## src/rtl/cp0_coprocessor_pkg.sv

```systemverilog
// Shared CP0 definitions: register indices, exception codes, field positions
// and the exception handler vector also used by the fetch stage.
package cp0_coprocessor_pkg;

    localparam logic [4:0] REG_SR    = 5'd12;
    localparam logic [4:0] REG_CAUSE = 5'd13;
    localparam logic [4:0] REG_EPC   = 5'd14;
    localparam logic [4:0] REG_PRID  = 5'd15;

    localparam logic [4:0] EXC_INT  = 5'd0;
    localparam logic [4:0] EXC_ADEL = 5'd4;
    localparam logic [4:0] EXC_ADES = 5'd5;
    localparam logic [4:0] EXC_RI   = 5'd10;
    localparam logic [4:0] EXC_OV   = 5'd12;

    localparam int IM_LSB  = 10;
    localparam int IP_LSB  = 10;
    localparam int EXL_BIT = 1;
    localparam int IE_BIT  = 0;
    localparam int BD_BIT  = 31;
    localparam int EXC_LSB = 2;
    localparam int EXC_W   = 5;

    localparam logic [31:0] HANDLER_VECTOR = 32'h0000_4180;

endpackage

```

## src/rtl/cp0_coprocessor.sv

```systemverilog
// CP0 responder at the M stage: holds SR/Cause/EPC, raises req for interrupts
// and exceptions, and serves mtc0/mfc0 and eret.
module cp0_coprocessor
    import cp0_coprocessor_pkg::*;
#(
    parameter logic [31:0] PRID     = 32'h2004_0007,
    parameter int          HW_INT_W = 6
) (
    input  logic                clk,
    input  logic                reset,
    input  logic                we,
    input  logic [4:0]          cp0_addr,
    input  logic [31:0]         cp0_wdata,
    output logic [31:0]         cp0_rdata,
    input  logic [31:0]         vpc,
    input  logic                bd_in,
    input  logic [4:0]          exc_code_in,
    input  logic [HW_INT_W-1:0] hw_int,
    input  logic                eret,
    output logic                req,
    output logic [31:0]         epc_out
);

    logic [HW_INT_W-1:0] im;
    logic [HW_INT_W-1:0] ip;
    logic                exl;
    logic                ie;
    logic                bd;
    logic [EXC_W-1:0]    exc_code;
    logic [31:0]         epc;

    logic                int_req;
    logic                exc_req;
    logic [31:0]         sr_value;
    logic [31:0]         cause_value;

    assign int_req = ie & ~exl & (|(hw_int & im));
    assign exc_req = ~exl & (exc_code_in != 5'd0);
    assign req     = ~reset & (int_req | exc_req);
    assign epc_out = epc;

    always_comb begin
        sr_value                          = '0;
        sr_value[IM_LSB +: HW_INT_W]      = im;
        sr_value[EXL_BIT]                 = exl;
        sr_value[IE_BIT]                  = ie;
        cause_value                       = '0;
        cause_value[BD_BIT]               = bd;
        cause_value[IP_LSB +: HW_INT_W]   = ip;
        cause_value[EXC_LSB +: EXC_W]     = exc_code;
    end

    always_comb begin
        cp0_rdata = '0;
        case (cp0_addr)
            REG_SR:    cp0_rdata = sr_value;
            REG_CAUSE: cp0_rdata = cause_value;
            REG_EPC:   cp0_rdata = epc;
            REG_PRID:  cp0_rdata = PRID;
            default:   cp0_rdata = '0;
        endcase
    end

    // A taken request blocks the victim's mtc0 and any eret; interrupts win ExcCode.
    always_ff @(posedge clk) begin
        if (reset) begin
            im       <= '0;
            ip       <= '0;
            exl      <= 1'b0;
            ie       <= 1'b0;
            bd       <= 1'b0;
            exc_code <= '0;
            epc      <= '0;
        end else begin
            ip <= hw_int;
            if (req) begin
                exl      <= 1'b1;
                bd       <= bd_in;
                exc_code <= int_req ? EXC_INT : exc_code_in;
                epc      <= bd_in ? (vpc - 32'd4) : vpc;
            end else begin
                if (we && cp0_addr == REG_SR) begin
                    im  <= cp0_wdata[IM_LSB +: HW_INT_W];
                    exl <= cp0_wdata[EXL_BIT];
                    ie  <= cp0_wdata[IE_BIT];
                end
                if (we && cp0_addr == REG_EPC) begin
                    epc <= cp0_wdata;
                end
                if (eret) begin
                    exl <= 1'b0;
                end
            end
        end
    end

endmodule

```

## config.mk

```make
export PLATFORM = sky130hd
export DESIGN_NAME = cp0_coprocessor
export DESIGN_NICKNAME = d
export VERILOG_FILES = /design/src/rtl/cp0_coprocessor_pkg.sv /design/src/rtl/cp0_coprocessor.sv
export SDC_FILE = /design/constraint.sdc
export NUM_CORES = 1
export LEC_CHECK = 0
export ABC_AREA = 0
export CAP_MARGIN = 10
export CORE_UTILIZATION = 42
export CTS_CLUSTER_SIZE = 8
export DETAILED_ROUTE_END_ITERATION = 7
export HOLD_SLACK_MARGIN = 0.12
export PLACE_DENSITY = 0.81
export SLEW_MARGIN = 5
export SYNTH_ARGS = -nofsm -noshare
export SYNTH_HDL_FRONTEND = slang
export SYNTH_SLANG_ARGS = --single-unit
```

## constraint.sdc

```tcl
create_clock -name clk -period 3.1 [get_ports clk]
set_clock_uncertainty 0.2 [all_clocks]
set_input_delay 0.62 -clock clk [delete_from_list [all_inputs] [get_ports clk]]
set_output_delay 0.62 -clock clk [all_outputs]
set_load 0.01 [all_outputs]
```

==> impl_metrics.env, run 1 <==
export IMPL_crit_required_ns=2.28
export IMPL_clock_sinks=52
export IMPL_grt_first_pass_wirelength_mm=19.9
export IMPL_power_density_nw_per_um2=308
export IMPL_ir_worst_vdd_mv=0.164
export IMPL_die_area_um2=8300
export IMPL_p_leak_nw=2.01
export IMPL_drt_total_wl_mm=12.6
export IMPL_worst_pin_slew_ns=0.588
export IMPL_cp_start_kind="primary input"
export IMPL_synth_edf_count=0
export IMPL_first_pass_iters=5
export IMPL_rrSetupSlack_ns=1.05
export IMPL_hp_class="flop to flop"
export IMPL_nFillCells=610
export IMPL_post_route_cells_drive_above_1_share=0.136
export IMPL_rr_endpoint="epc_out[25]"
export IMPL_areaGrowthSynthToFinish_pct=61.3
export IMPL_layout_min_cycle_time_ns=3.05
export IMPL_yosysTopAreaCell="dfxtp_1"
export IMPL_num_vias=4159
export IMPL_overflow=0
export IMPL_vias_per_cell=6.02
export IMPL_clock_path_buffers=2
export IMPL_syn_area_um2=3330
export IMPL_yosys_warnings=0
export IMPL_reg2reg_from="im[1]"
export IMPL_io_pins=150
export IMPL_hold_violations=0
export IMPL_setup_viol=0
export IMPL_nets=674
export IMPL_dp_hpwl_mm=9.34
export IMPL_rsz0062_at_grt="true"
export IMPL_antenna_found_initial=0
export IMPL_synthTopCellsByArea="dfxtp_1, and3_1, a2111oi_0"
export IMPL_diodes=0
export IMPL_synth_distinct_cells=42
export IMPL_drt_first_iter_violations=296
export IMPL_port_buffers=149
export IMPL_final_util=0.700
export IMPL_clk_latency_ns=0.30
export IMPL_cts_tree="yes"
export IMPL_synthCells=419
export IMPL_total_power_mw=1.66
export IMPL_synth_most_common_cell="dfxtp_1"
export IMPL_ys_ff_latch=52
export IMPL_hp_start="exc_code[0]"
export IMPL_die_x_um=91.1
export IMPL_syn_avg_cell_area_um2=7.96
export IMPL_synth_flop_cell="dfxtp_1"
export IMPL_numCtsBuffers=5
export IMPL_path_max_fanout=2
export IMPL_min_path_cells=2
export IMPL_wire_per_inst_um=18.3
export IMPL_start_util=0.434
export IMPL_place_area_um2=5220
export IMPL_fmax_mhz=328
export IMPL_relSlewSlack=0.598
export IMPL_design_area_um2=5380
export IMPL_min_to="exc_code[0]"
export IMPL_fin_setup_tns_ns=0
export IMPL_status="completed"
export IMPL_finalMaxSlewViolations=0
export IMPL_grt_max_degree=46
export IMPL_synth_nets=505
export IMPL_h_tree_depth=2
export IMPL_clk_pin_slew_worst_paths_ns=0.09
export IMPL_maxCapViolations=0
export IMPL_grt_pass1_vias=3914
export IMPL_chipHeight_um=91.1
export IMPL_drc_errors=0
export IMPL_worstSetupEndpointType="output pin"
export IMPL_yosys_top_cells_count="dfxtp_1, and3_1, clkbuf_1"
export IMPL_antenna_left=0
export IMPL_finalCritPeriodShare=0.983
export IMPL_hold_slack_ns=0.271
export IMPL_ys_seq_area_frac=0.312
export IMPL_fp_row_count=32
export IMPL_yosys_area_top_type_share=0.312
export IMPL_cts_root_buf="clkbuf_8"
export IMPL_arrival_ns=2.23
export IMPL_grt_usage=0.295
export IMPL_place_congestion=0.840
export IMPL_core_area_um2=7690
export IMPL_synthArstFlopShare=0
export IMPL_r2r_cells=5
export IMPL_critPathKind="primary input to output pin"
## metal layers
layer,vias up,wire (um),GRT usage
met4,0,359,0.0899
li1,1983,-,-
met2,203,6200,0.510
met1,1946,5220,0.382
met3,27,844,0.0394
met5,-,0,0
## where the power goes
| group | internal, mW | switching, mW |
|---|---|---|
| sequential | 0.719 | 0.0401 |
| combinational | 0.276 | 0.222 |
| clock | 0.179 | 0.223 |
## worst max-delay path by stage
stage                   start            end  slack [ns]  depth (start not counted)
6_report       exc_code_in[0]            req        0.05                          6
2_1_floorplan  exc_code_in[0]            req        0.27                          6
5_1_grt        exc_code_in[0]            req       -0.02                          6
3_5_place_dp          vpc[10]    epc_out[25]       -0.25                          6
3_3_place_gp   exc_code_in[0]            req       -0.15                          6
4_1_cts           cp0_addr[2]  cp0_rdata[29]        0.03                          6
## layout by cell type (no fill, tap or decap), drive strengths merged, types with 13 or more instances in the layout
master	instances
dfxtp	52
nand2	26
nor2	31
nand3	17
buf	57
a2111oi	28
or4	18
o31ai	13
clkdlybuf4s50	145
and3	45
a21oi	18
a311oi	21
mux2i	13
## through the flow
stage	worst slack, ns	instances
2_1_floorplan	0.270	419
3_3_place_gp	-0.147	681
3_5_place_dp	-0.249	681
4_1_cts	0.0350	689
5_1_grt	-0.0217	691
6_report	0.0513	691
## cell families (layout without fill, tap and decap cells)
family / count (synthesis) / count (layout) / share of synthesized area
AO/OA/AOI/OAI: 119 / 119 / 0.269
XOR/XNOR: 10 / 10 / 0.0263
adder cells (fa/ha/maj): 1 / 1 / 0.00375
buffers and inverters: 49 / 219 / 0.0563
flip-flops: 52 / 52 / 0.312
multiplexers: 13 / 13 / 0.0390
AND/OR/NAND/NOR: 175 / 175 / 0.293
## flip-flops by register name, summed over array words and instances (netlist names)
| signal | flops |
|---|---|
| exc_code | 5 |
| ie | 1 |
| bd | 1 |
| ip | 6 |
| im | 6 |
| epc_out | 32 |
| exl | 1 |
## worst max-delay path: stages
cell             delay, ns
clkdlybuf4s50_1       0.42
or4_4                 0.54
o21a_1                0.20
nor2_2                0.12
nor2_1                0.04
dlygate4sd2_1         0.27
## final cells by class
| class | count | area (um2) | area share |
|---|---|---|---|
| Timing Repair Buffer | 206 | 1940 | 0.362 |
| Sequential cell | 52 | 1040 | 0.194 |
| Inverter | 5 | 18.8 | 0.00349 |
| Tap cell | 102 | 128 | 0.0237 |
| Clock buffer | 6 | 82.6 | 0.0154 |
| Multi-Input combinational cell | 318 | 2150 | 0.400 |
| Clock inverter | 2 | 10.0 | 0.00186 |
## what timing repair did
item / CTS / global route
resized for setup: 7 / 5
gates cloned: 0 / 1
setup buffers: 0 / 1
setup endpoints to repair: 21 / 15
pin swaps: 0 / 1
hold buffers: 0 / 0
No activity file was read; power rests on OpenSTA's default activity.
==> run 2: changes to the inputs <==
- CTS_CLUSTER_DIAMETER: unset -> 50
==> results of run 2 <==
Same layout as run 1: the final DEF is identical, and so are final timing and power.
